===== config.mk =====
export PLATFORM = sky130hd
export DESIGN_NAME = mem_port_arbiter
export DESIGN_NICKNAME = d
export VERILOG_FILES = /design/src/rtl/mem_arb_pkg.sv /design/src/rtl/mem_port_arbiter.sv
export SDC_FILE = /design/constraint.sdc
export NUM_CORES = 1
export LEC_CHECK = 0
export CAP_MARGIN = 20
export CORE_MARGIN = 3
export CORE_UTILIZATION = 40
export DETAILED_ROUTE_END_ITERATION = 10
export GPL_ROUTABILITY_DRIVEN = 0
export PLACE_DENSITY_LB_ADDON = 0.1
export SETUP_SLACK_MARGIN = 0.15
export SYNTH_ARGS = -nofsm -noshare
export SYNTH_HDL_FRONTEND = slang
export SYNTH_SLANG_ARGS = --single-unit

===== constraint.sdc =====
create_clock -name clk -period 2.4 [get_ports clk]
set_input_delay 0.6 -clock clk [delete_from_list [all_inputs] [get_ports clk]]
set_output_delay 0.6 -clock clk [all_outputs]
set_load 0.005 [all_outputs]

===== src/rtl/mem_arb_pkg.sv =====
// Shared widths and owner-state encoding for the CPU/debug RAM port arbiter.
// Imported by mem_port_arbiter.
package mem_arb_pkg;

    localparam int ADDR_W = 9;
    localparam int DATA_W = 32;

    typedef enum logic [1:0] {
        IDLE = 2'd0,
        CPU  = 2'd1,
        DBG  = 2'd2,
        LOCK = 2'd3
    } ownerState_t;

endpackage


===== src/rtl/mem_port_arbiter.sv =====
// Two-master (CPU, debug loader) arbiter for a single-port 512x32 RAM.
// Define MEM_ARB_ROUND_ROBIN_EN for round-robin conflicts; default is CPU-first.
module mem_port_arbiter
    import mem_arb_pkg::*;
(
    input  logic              clk,
    input  logic              rst,

    input  logic              cpu_req,
    input  logic              cpu_wen,
    input  logic [ADDR_W-1:0] cpu_addr,
    input  logic [DATA_W-1:0] cpu_wdata,
    output logic              cpu_gnt,
    output logic              cpu_rvalid,
    output logic [DATA_W-1:0] cpu_rdata,

    input  logic              dbg_req,
    input  logic              dbg_wen,
    input  logic              dbg_lock,
    input  logic [ADDR_W-1:0] dbg_addr,
    input  logic [DATA_W-1:0] dbg_wdata,
    output logic              dbg_gnt,
    output logic              dbg_rvalid,
    output logic [DATA_W-1:0] dbg_rdata,

    output logic              mem_en,
    output logic              mem_wen,
    output logic [ADDR_W-1:0] mem_addr,
    output logic [DATA_W-1:0] mem_wdata,
    input  logic [DATA_W-1:0] mem_rdata,

    output logic              busy
);

    ownerState_t state;
    ownerState_t stateNext;

    logic cpuWins;
    logic cpuGntRaw;
    logic dbgGntRaw;

    logic cpuPend;
    logic dbgPend;
    logic [DATA_W-1:0] cpuRdataQ;
    logic [DATA_W-1:0] dbgRdataQ;

`ifdef MEM_ARB_ROUND_ROBIN_EN
    // Set after a CPU grant so the next conflict goes to debug.
    logic dbgFirst;

    always_ff @(posedge clk or negedge rst) begin
        if (!rst) begin
            dbgFirst <= 1'b0;
        end else if (cpu_gnt || dbg_gnt) begin
            dbgFirst <= cpu_gnt;
        end
    end

    assign cpuWins = !dbgFirst;
`else
    assign cpuWins = 1'b1;
`endif

    always_ff @(posedge clk or negedge rst) begin
        if (!rst) begin
            state <= IDLE;
        end else begin
            state <= stateNext;
        end
    end

    always_comb begin
        stateNext = state;
        unique case (state)
            LOCK: begin
                stateNext = dbg_lock ? LOCK : IDLE;
            end
            default: begin
                if (dbg_gnt && dbg_lock) begin
                    stateNext = LOCK;
                end else if (cpu_gnt) begin
                    stateNext = CPU;
                end else if (dbg_gnt) begin
                    stateNext = DBG;
                end else begin
                    stateNext = IDLE;
                end
            end
        endcase
    end

    always_comb begin
        cpuGntRaw = 1'b0;
        dbgGntRaw = 1'b0;
        unique case (state)
            LOCK: begin
                dbgGntRaw = dbg_req;
            end
            default: begin
                if (cpu_req && dbg_req) begin
                    cpuGntRaw = cpuWins;
                    dbgGntRaw = !cpuWins;
                end else begin
                    cpuGntRaw = cpu_req;
                    dbgGntRaw = dbg_req;
                end
            end
        endcase
    end

    // Reset must silence the grants even while requests are held high.
    assign cpu_gnt = cpuGntRaw & rst;
    assign dbg_gnt = dbgGntRaw & rst;

    always_comb begin
        mem_en    = 1'b0;
        mem_wen   = 1'b0;
        mem_addr  = '0;
        mem_wdata = '0;
        if (cpu_gnt) begin
            mem_en    = 1'b1;
            mem_wen   = cpu_wen;
            mem_addr  = cpu_addr;
            mem_wdata = cpu_wdata;
        end else if (dbg_gnt) begin
            mem_en    = 1'b1;
            mem_wen   = dbg_wen;
            mem_addr  = dbg_addr;
            mem_wdata = dbg_wdata;
        end
    end

    always_ff @(posedge clk or negedge rst) begin
        if (!rst) begin
            cpuPend   <= 1'b0;
            dbgPend   <= 1'b0;
            cpuRdataQ <= '0;
            dbgRdataQ <= '0;
        end else begin
            cpuPend <= cpu_gnt & ~cpu_wen;
            dbgPend <= dbg_gnt & ~dbg_wen;
            if (cpuPend) begin
                cpuRdataQ <= mem_rdata;
            end
            if (dbgPend) begin
                dbgRdataQ <= mem_rdata;
            end
        end
    end

    // RAM data is live in the rvalid cycle; the copy holds it afterwards.
    assign cpu_rvalid = cpuPend;
    assign dbg_rvalid = dbgPend;
    assign cpu_rdata  = cpuPend ? mem_rdata : cpuRdataQ;
    assign dbg_rdata  = dbgPend ? mem_rdata : dbgRdataQ;

    assign busy = (state == LOCK) | cpuPend | dbgPend;

endmodule


Word-level counts from Yosys, hierarchy flattened
Cells that the tools add are included.

operators by class
  equal/unequal tests = 1
  bitwise gates (word level) = 8
  multiplexer cells = 19
  reductions and logical operators = 2

operator list
  cell                                        count
  2-to-1 mux 32 bit                           4
  2-to-1 mux 9 bit                            2
  2-to-1 mux 2 bit                            5
  2-to-1 mux 1 bit                            8
  bitwise AND 1 bit                           4
  equality test 2 bit, second input constant  1
  logical AND 1 bit                           2
  NOT 1 bit                                   2
  OR 1 bit                                    2

storage, ports and cells
  input port bits = 121
  output and inout port bits = 112
  register bits = 68
  word-level logic and storage cells = 35

Depth between registers and ports, before layout
Gate-level depths: netlist of the first run.

  depth after elaboration = 8
  mapped depth = 4
  depth with buffers taken out = 2

Worst setup path after synthesis of the first run
Ideal clock, no wire load.

  path kind = in2out
  start point = input port rst
  end point = output port mem_wdata[2]
  path buffers = 2
  arrival time = 1.294 ns
  slack = 0.506 ns
  data required time = 1.800 ns
  cell stages on the path = 4
  cell sequence = buf_4 > nand2_2 > buf_2 > o32ai_1

between the ends
  longest elaborated chain between the ends = 3
  elaborated cells on any way between the ends = 4
  classes of those cells = mux (2); bitwise (2)

ends and longest elaborated chain
  item                   line                     source
  start: declaration     mem_port_arbiter.sv:7    input logic rst,
  bitwise AND 1 bit      mem_port_arbiter.sv:113  assign dbg_gnt = dbgGntRaw & rst;
  2-to-1 mux 32 bit      mem_port_arbiter.sv:125  end else if (dbg_gnt) begin
  2-to-1 mux 32 bit (*)  mem_port_arbiter.sv:120  if (cpu_gnt) begin
  end: declaration       mem_port_arbiter.sv:29   output logic [DATA_W-1:0] mem_wdata,

Mark *: on every way between the ends. The rest lies on a longest branch, timed or not.

Worst setup path in the final report of the first run
  start point = input port mem_rdata[1]
  end point = output port dbg_rdata[1]

between the ends
  longest elaborated chain between the ends = 1

ends and longest elaborated chain
  item                line                     source
  start: declaration  mem_port_arbiter.sv:30   input logic [DATA_W-1:0] mem_rdata,
  2-to-1 mux 32 bit   mem_port_arbiter.sv:155  assign dbg_rdata = dbgPend ? mem_rdata : dbgRdataQ;
  end: declaration    mem_port_arbiter.sv:24   output logic [DATA_W-1:0] dbg_rdata,

No other way between the ends.

==> results.toml, run 1 <==
[clock_tree]
clockBufferDepth = 2
insertion_delay_ps = 330
htreeDepth = 3
tritoncts = "done"
cts_made_buffers = 9
cts.sinks = 68
cts-root-buf = "clkbuf_8"
clk_pin_slew_ps = 70

[detailed_routing]
first_pass_iters = 4
vias_per_cell = 5.245
vias = 3614
drt-initial-drc-count = 132
drcViolationCount = 0
drt_wl_total_mm = 14.14
ant_nets = 0
avgRoutedWirePerCell_microns = 20.53

[worst_setup_path]
r2r-start = "state[0]"
r2r_end = "state[1]"
crit_top_cell = "clkdlybuf4s50_1"
cp-end-kind = "primary output"
critical_path_class = "in2out"
r2r_cells = 4
crit_fanout = 2
slowest_delay_ps = 440
start_kind = "input pin"
r2r_slack_ps = 1100
cp_slowest_cell = "clkdlybuf4s50_1"
required_ps = 1800
cp.arrival_ps = 1750
crit_chain = "clkdlybuf4s50_1, mux2_2, clkdlybuf4s50_1"

[synth]
syn-num-nets = 424
synth-edff-count = 0
synth_top_area_share_pct = 46.40
syn_inst = 303
synth_top_area_cell = "dfrtp_1"
synthTopCellsByArea = "dfrtp_1 46%, mux2_2 20%, o32ai_2 13%"
synth_cell_types = 20
ys_top_cells_by_count = "68 x dfrtp_1, 64 x mux2_2, 43 x nand3_1, 42 x inv_1, 30 x o32ai_2"
synthArstFlopShare_pct = 100.0
synth_flop_cell = "dfrtp_1"
yosysWarnings = 0
avgSynthCellArea_sq_um = 12.10
ys_ff_latch = 68
syn_area_sq_um = 3667
synth_most_common_cell = "dfrtp_1"
yosysSeqAreaShare_pct = 46.40

[floorplan]
io_pins = 233
rows = 34
start_util_pct = 41.65
core_area_sq_um = 8806
die_height_microns = 101.8
die_area_sq_um = 10350
die_width_microns = 101.8

[power]
p_switching_mw = 1.087
power_frac_clock_pct = 24.4
ir_drop_v = 0.0002933
p_int_mw = 2.778
combPwrFrac_pct = 38.2
switching_share_pct = 28.13
powerDensity_nw_per_um2 = 537.0
p_seq_share_pct = 37.4
power.static_leakage_nw = 3.524

[placement]
numPortBuffers = 232
place_area_sq_um = 6173
place_hpwl_mm = 8.791

[cells_and_area]
final_nets = 697
drive_gt1_share_pct = 44.23
area_growth_pct = 96.28
post-route-cell-area_sq_um = 7198
n_antenna_cell = 0
fin_util_pct = 81.74
fillers = 502

[sta]
slew_violations = 0
finalHoldViolCount = 0
skew_ps = 8.639
tightest_slew_ps = 559.6
maxSlewHeadroom_pct = 62.70
grt_setup_unrepaired = "yes"
finalSetupViolCount = 0
finalSetupTns_ps = 0
finalCritPeriodShare_pct = 98.07
fmax_mhz = 424.9
layout_min_cycle_time_ps = 2354

[global_routing]
grt_pass1_wl_mm = 18.37
antenna_found_initial = 0
overflow = 0
grtUsageTotal_pct = 22.82
first_global_vias = 3647
grt_start_max_net_pins = 47

[outcome]
status = "complete, no violations"

[run]
drv_cap = 0

[worst_hold_path]
hold_class = "in2async"
==> worst max-delay path, delay by kind of cell <==
| family | cells | cell delay, ps |
|---|---|---|
| buffers and inverters | 2 | 860 |
| muxes | 1 | 290 |
==> routing by layer <==
| layer | up-vias | global-route usage [%] | wire (microns) |
|---|---|---|---|
| li1 | 1653 | - | - |
| met4 | 0 | 6.033 | 297 |
| met2 | 160 | 42.86 | 7655 |
| met3 | 23 | 7.231 | 955 |
| met1 | 1778 | 24.55 | 5233 |
| met5 | - | 0 | 0 |
==> flip-flops by register name, indices dropped and copies added (netlist names) <==
register    flops
cpuRdataQ      32
dbgRdataQ      32
state           2
cpu_rvalid      1
dbg_rvalid      1
==> area by class of cell <==
class                      instances  area (sq um)  share of cell area (%)
tap                              108         135.1                   1.877
inverter                          42         157.7                   2.190
sequential                        68          1705                   23.69
clock buffer                       9         123.9                   1.721
timing repair buffer             293          3065                   42.59
clock inverter                     7         75.07                   1.043
multi-input combinational        162          1936                   26.89
==> worst max-delay path by stage <==
stage,startpoint,to,slack (ps),cells past startpoint
after floorplan,rst,mem_wdata[2],510,4
after global placement,cpu_req,mem_wen,-440,5
after detailed placement,cpu_req,mem_wen,-460,5
after CTS,dbg_rvalid,dbg_rdata[9],-20,3
after global routing,dbg_rvalid,dbg_rdata[1],-8,3
final,mem_rdata[1],dbg_rdata[1],50,3
==> cell usage in the layout (no fill, tap or decap), drive strengths merged, types with 3 or more instances in the layout <==
cell,instances
clkdlybuf4s50,119
clkbuf,32
buf,102
dlygate4sd2,5
dfrtp,68
clkinvlp,3
nand3,43
clkdlybuf4s15,3
o32ai,42
inv,44
mux2,64
dlymetal6s2s,40
==> cells by family (layout without fill, tap and decap cells) <==
kind of cell	Yosys count	after routing	share of synthesized area [%]
buffers and inverters	73	351	9.382
flip-flops	68	68	46.40
multiplexers	64	64	19.65
AND/OR/NAND/NOR	51	51	7.029
AO/OA/AOI/OAI	47	47	17.54
==> what timing repair did <==
action / 4_1_cts / 5_1_grt
resized for setup: 229 / 145
setup buffers: 10 / 17
pin swaps: 3 / 13
gates cloned: 4 / 10
setup endpoints to repair: 110 / 99
hold buffers: 0 / 0
==> power by group through the flow <==
| stage | clock (mW) | combinational [mW] | sequential [mW] |
|---|---|---|---|
| final | 0.942 | 1.48 | 1.45 |
| after floorplan | 0 | 0.502 | 1.44 |
| after global routing | 1.02 | 1.57 | 1.47 |
| after CTS | 0.961 | 1.38 | 1.44 |
| after global placement | 0 | 1.38 | 1.45 |
| after detailed placement | 0 | 1.41 | 1.46 |
==> per-stage QoR <==
step | setup WS [ps] | power (mW) | std cells | hold WS (ps)
3_5_place_dp | -463.1 | 2.869 | 632 | 485.2
3_3_place_gp | -444.1 | 2.832 | 632 | 479.3
4_1_cts | -18.30 | 3.782 | 662 | 241.8
2_1_floorplan | 506.0 | 1.941 | 303 | 304.4
5_1_grt | -8.272 | 4.063 | 689 | 243.9
6_report | 46.43 | 3.865 | 689 | 262.5
Note: power is estimated with default switching activity, not from simulation.
==> run 2: changes to the inputs <==
--- a/config.mk
+++ b/config.mk
@@ -11,6 +11,7 @@
 export DETAILED_ROUTE_END_ITERATION = 10
 export GPL_ROUTABILITY_DRIVEN = 0
 export PLACE_DENSITY_LB_ADDON = 0.1
+export RECOVER_POWER = 50
 export SETUP_SLACK_MARGIN = 0.15
 export SYNTH_ARGS = -nofsm -noshare
 export SYNTH_HDL_FRONTEND = slang
==> run 2 against run 1 <==
Clock skew barely moved. Power barely moved. Worst hold slack improved by 230 ps. Design area fell by 0.21%. Utilization fell by 0.17 points. Sequential cell count did not move. Register-to-register slack got worse by 50 ps. Non-clock buffer count did not move. Routed wire length rose by 0.22%. Critical path type unchanged. Largest cell class unchanged. Highest routed layer unchanged.
==> results.toml, run 2 (synthesis gave the netlist of run 1 again) <==
[worst_setup_path]
critical_path_class = "in2out"
cp-end-kind = "primary output"
cp.arrival_ps = 1750
r2r-start = "cpu_rvalid"
required_ps = 1800
crit_fanout = 2
r2r_end = "cpuRdataQ[17]"
r2r_slack_ps = 1050
start_kind = "input pin"
r2r_cells = 4

[floorplan]
rows = 34
io_pins = 233
die_height_microns = 101.8
die_area_sq_um = 10350
core_area_sq_um = 8806
die_width_microns = 101.8
start_util_pct = 41.65

[global_routing]
first_global_vias = 3647
grt_start_max_net_pins = 47
grt_pass1_wl_mm = 18.37
overflow = 0
antenna_found_initial = 0
grtUsageTotal_pct = 22.82

[clock_tree]
clockBufferDepth = 2
hold_buffers = 0
clk_pin_slew_ps = 70
cts-root-buf = "clkbuf_8"
cts_made_buffers = 9
htreeDepth = 3
tritoncts = "done"
insertion_delay_ps = 340
cts.sinks = 68

[cells_and_area]
final_cells = 689
final_nets = 697
drive_gt1_share_pct = 43.55
reg.largest.list = "cpuRdataQ (32), dbgRdataQ (32), state (2)"
n_antenna_cell = 0
most-common-layout-cells = "119 x clkdlybuf4s50_1, 66 x dfrtp_1, 53 x mux2_2"
fillers = 508
final_common_cell = "clkdlybuf4s50_1"
area_growth_pct = 95.87

[power]
ir_drop_v = 0.0002929
powerDensity_nw_per_um2 = 537.8
finalPower_mw = 3.863
power.static_leakage_nw = 3.514

[detailed_routing]
ant_nets = 0
avgRoutedWirePerCell_microns = 20.57
drcViolationCount = 0
drt_wl_total_mm = 14.17
vias_per_cell = 5.263
first_pass_iters = 4
drt-initial-drc-count = 111
vias = 3626

[worst_hold_path]
hold_class = "in2async"

[sta]
finalSetupTns_ps = 0
fmax_mhz = 424.9
slew_violations = 0
skew_ps = 8.698
finalSetupViolCount = 0
tightest_slew_ps = 1098
maxSlewHeadroom_pct = 26.82
layout_min_cycle_time_ps = 2354
grt_setup_unrepaired = "yes"
finalHoldViolCount = 0
finalCritPeriodShare_pct = 98.07

[placement]
place_hpwl_mm = 8.791
numPortBuffers = 232
numPlacedInstances = 632

[run]
drv_cap = 0

[outcome]
status = "complete, no violations"
## run 2: changes by cell type in the layout (fill, tap and decap cells not counted)
cell,previous run,this run
buf_4,18,14
clkbuf_1,0,3
clkbuf_2,14,15
dfrtp_1,65,66
dfrtp_2,3,2
## run 2: per-layer routing
| layer | wire length [microns] | vias to the layer above | part of all wire (%) | global-route usage, % |
|---|---|---|---|---|
| met5 | 0 | - | 0 | 0 |
| li1 | - | 1652 | - | - |
| met4 | 334 | 0 | 2.4 | 6.033 |
| met3 | 947 | 26 | 6.7 | 7.231 |
| met1 | 5217 | 1785 | 37 | 24.55 |
| met2 | 7674 | 163 | 54 | 42.86 |
## run 2: final cells by class
class                   instances  area, sq um  area share [%]
repair buffers                293         3052           42.48
multi-input cells             162         1936           26.95
flip-flops and latches         68         1704           23.72
inverters                      42        157.7           2.195
well taps                     108        135.1           1.881
clock buffers                   9        123.9           1.724
clock inverters                 7        75.07           1.045
## run 2: where the power goes
| group | total [mW] | switching (mW) | internal (mW) |
|---|---|---|---|
| clock | 0.943 | 0.458 | 0.485 |
| sequential | 1.45 | 0.0679 | 1.38 |
| combinational | 1.47 | 0.562 | 0.912 |
| total | 3.86 | 1.09 | 2.77 |
## run 2: how the worst max path moves through the flow
| stage | slack, ps | end | startpoint | cells after the start |
|---|---|---|---|---|
| 4_1_cts | -20 | dbg_rdata[9] | dbg_rvalid | 3 |
| 3_5_place_dp | -460 | mem_wen | cpu_req | 5 |
| 3_3_place_gp | -440 | mem_wen | cpu_req | 5 |
| 2_1_floorplan | 510 | mem_wdata[2] | rst | 4 |
| 5_1_grt | -8 | dbg_rdata[1] | dbg_rvalid | 3 |
| 6_report | 50 | dbg_rdata[1] | mem_rdata[1] | 3 |
## run 2: repair_timing
| action | in CTS | in global routing |
|---|---|---|
| resized for setup | 229 | 145 |
| setup buffers | 10 | 17 |
| pin swaps | 3 | 13 |
| gates cloned | 4 | 10 |
| endpoints found under the setup margin | 110 | 99 |
## run 2: through the flow
| step | hold slack, ps | cell area [sq um] | worst slack (ps) | util [%] |
|---|---|---|---|---|
| finish | 488.8 | 7183 | 46.43 | 81.57 |
| global route | 477.9 | 7183 | -8.271 | 81.57 |
| global placement | 479.3 | 6173 | -444.1 | 70.11 |
| CTS | 241.8 | 6461 | -18.30 | 73.37 |
| floorplan | 304.4 | 3667 | 506.0 | - |
| detailed placement | 485.2 | 6173 | -463.1 | 70.11 |
## run 2: worst max-delay path: stages
cell             delay (ps)
clkdlybuf4s50_1         420
mux2_2                  290
clkdlybuf4s50_1         440
==> run 3: changes to the inputs <==
--- a/config.mk
+++ b/config.mk
@@ -10,9 +10,10 @@
 export CORE_UTILIZATION = 40
 export DETAILED_ROUTE_END_ITERATION = 10
 export GPL_ROUTABILITY_DRIVEN = 0
+export HOLD_SLACK_MARGIN = 0.12
 export PLACE_DENSITY_LB_ADDON = 0.1
 export RECOVER_POWER = 50
-export SETUP_SLACK_MARGIN = 0.15
+export SETUP_SLACK_MARGIN = 0.05
 export SYNTH_ARGS = -nofsm -noshare
 export SYNTH_HDL_FRONTEND = slang
 export SYNTH_SLANG_ARGS = --single-unit
==> run 3 against run 2 <==
Utilization is 5.5 points lower. Setup slack better by 3.3 ps. Register-to-register slack better by 50 ps. Global-route usage is 0.072 points higher. Design area is 6.7% lower. Die area stayed put. Non-clock buffer count is 13 lower. Sequential cell count stayed put. Power is 3.7% lower. Clock skew is 0.70 ps lower. Worst hold slack worse by 230 ps. Critical path type unchanged. Largest cell class unchanged.
==> results.toml, run 3 (synthesis gave the netlist of run 1 again) <==
[outcome]
status = "complete, no violations"

[worst_setup_path]
required_ps = 1800
start_kind = "input pin"
cp.arrival_ps = 1750
crit_fanout = 2
crit_end = "dbg_rdata[1]"
r2r_slack_ps = 1100
cp-end-kind = "primary output"
r2r-start = "state[0]"
r2r_cells = 6
cp-startpoint = "mem_rdata[1]"
r2r_end = "state[0]"
critical_path_class = "in2out"

[detailed_routing]
ant_nets = 0
drt-initial-drc-count = 75
drt-met1-wl_mm = 4.678
routed-wl-met3_mm = 1.022
drcViolationCount = 0
first_pass_iters = 4
drt_wl_total_mm = 12.78
avgRoutedWirePerCell_microns = 18.91
vias = 3505
wl_met2_mm = 6.881
vias_per_cell = 5.185
highest_layer = "met4"

[sta]
setup_slack_ps = 49.77
maxSlewHeadroom_pct = 26.33
layout_min_cycle_time_ps = 2350
skew_ps = 8.001
finalHoldViolCount = 0
slew_violations = 0
finalSetupTns_ps = 0
holdWs_ps = 256.2
grt_setup_unrepaired = "yes"
finalSetupViolCount = 0
finalCritPeriodShare_pct = 97.93
tightest_slew_ps = 1105
fmax_mhz = 425.5

[power]
powerDensity_nw_per_um2 = 555.5
p_seq_share_pct = 38.7
ir_drop_v = 0.0002925
p_switching_mw = 1.018
switching_share_pct = 27.36
p_int_mw = 2.703
power.static_leakage_nw = 3.345
power_frac_clock_pct = 25.3
combPwrFrac_pct = 36.0

[cells_and_area]
drive_gt1_share_pct = 36.44
most-common-layout-cells = "120 x clkdlybuf4s50_1, 65 x dfrtp_1, 64 x mux2_2"
area_growth_pct = 82.67
final_nets = 684
final_common_cell = "clkdlybuf4s50_1"
reg.largest.list = "cpuRdataQ (32), dbgRdataQ (32), state (2)"
n_antenna_cell = 0

[clock_tree]
cts-root-buf = "clkbuf_8"
tritoncts = "done"
clk_pin_slew_ps = 70
insertion_delay_ps = 340
cts_made_buffers = 9
clockBufferDepth = 2
htreeDepth = 3
cts.sinks = 68

[run]
drv_cap = 0

[worst_hold_path]
hold_class = "in2async"

[floorplan]
io_pins = 233
rows = 34
die_height_microns = 101.8
core_area_sq_um = 8806
die_area_sq_um = 10350
start_util_pct = 41.65
die_width_microns = 101.8

[global_routing]
overflow = 0
grt_start_max_net_pins = 47
grt_pass1_wl_mm = 18.41
first_global_vias = 3663
antenna_found_initial = 0
grtUsageTotal_pct = 22.90

[placement]
numPortBuffers = 232
place_hpwl_mm = 8.791
pre_cts_ws_ps = -463.1
-- run 3: cell types whose count changed in the layout (fill, tap and decap cells not counted), moves of 16 or more --
cell	change
buf_6	-19
dlygate4sd2_1	+16
o32ai_4	-16
buf_2	-42
clkbuf_2	+26
-- run 3: worst max-delay path: stages --
cell	delay [ps]
clkdlybuf4s50_1	420
mux2_2	290
clkdlybuf4s50_1	440
-- run 3: routing by layer --
| layer | global-route usage [%] | vias to the layer above |
|---|---|---|
| met5 | 0 | - |
| met4 | 5.930 | 0 |
| met3 | 7.851 | 17 |
| met2 | 42.05 | 144 |
| met1 | 25.11 | 1725 |
| li1 | - | 1619 |
-- run 3: repair_timing --
item | 4_1_cts | 5_1_grt
hold buffers | 0 | 0
endpoints found under the setup margin | 110 | 85
hold endpoints to repair | 0 | 0
pin swaps | 1 | 1
buffers inserted | 10 | 10
resized for setup | 114 | 107
cloned | 4 | 4
-- run 3: stage by stage --
stage	cell area (sq um)	total power, mW	util (%)	cells
5_1_grt	6699	3.930	76.07	676
3_5_place_dp	6173	2.869	70.11	632
2_1_floorplan	3667	1.941	-	303
6_report	6699	3.722	76.07	676
3_3_place_gp	6173	2.832	70.11	632
4_1_cts	6576	3.792	74.68	662
-- run 3: worst min path at each step --
stage,from,to,slack (ps),depth (start not counted)
finish,rst,cpuRdataQ[1],260,2
floorplan,rst,cpuRdataQ[0],300,0
global route,rst,state[1],240,2
global placement,cpuRdataQ[12],cpuRdataQ[12],480,1
detailed placement,cpuRdataQ[1],cpuRdataQ[1],490,1
CTS,rst,cpuRdataQ[1],240,2
-- run 3: power by group through the flow --
stage | clock (mW) | sequential [mW] | combinational [mW]
final | 0.940 | 1.44 | 1.34
after global routing | 1.03 | 1.47 | 1.44
after CTS | 0.961 | 1.44 | 1.39
after detailed placement | 0 | 1.46 | 1.41
after global placement | 0 | 1.45 | 1.38
after floorplan | 0 | 1.44 | 0.502
-- run 3: layout make-up --
cell class	instances	area, sq um
Timing Repair Buffer	280	2865
Fill cell	593	2107
Sequential cell	68	1705
Multi-Input combinational cell	162	1637
Inverter	42	157.7
Tap cell	108	135.1
Clock buffer	9	123.9
Clock inverter	7	75.07
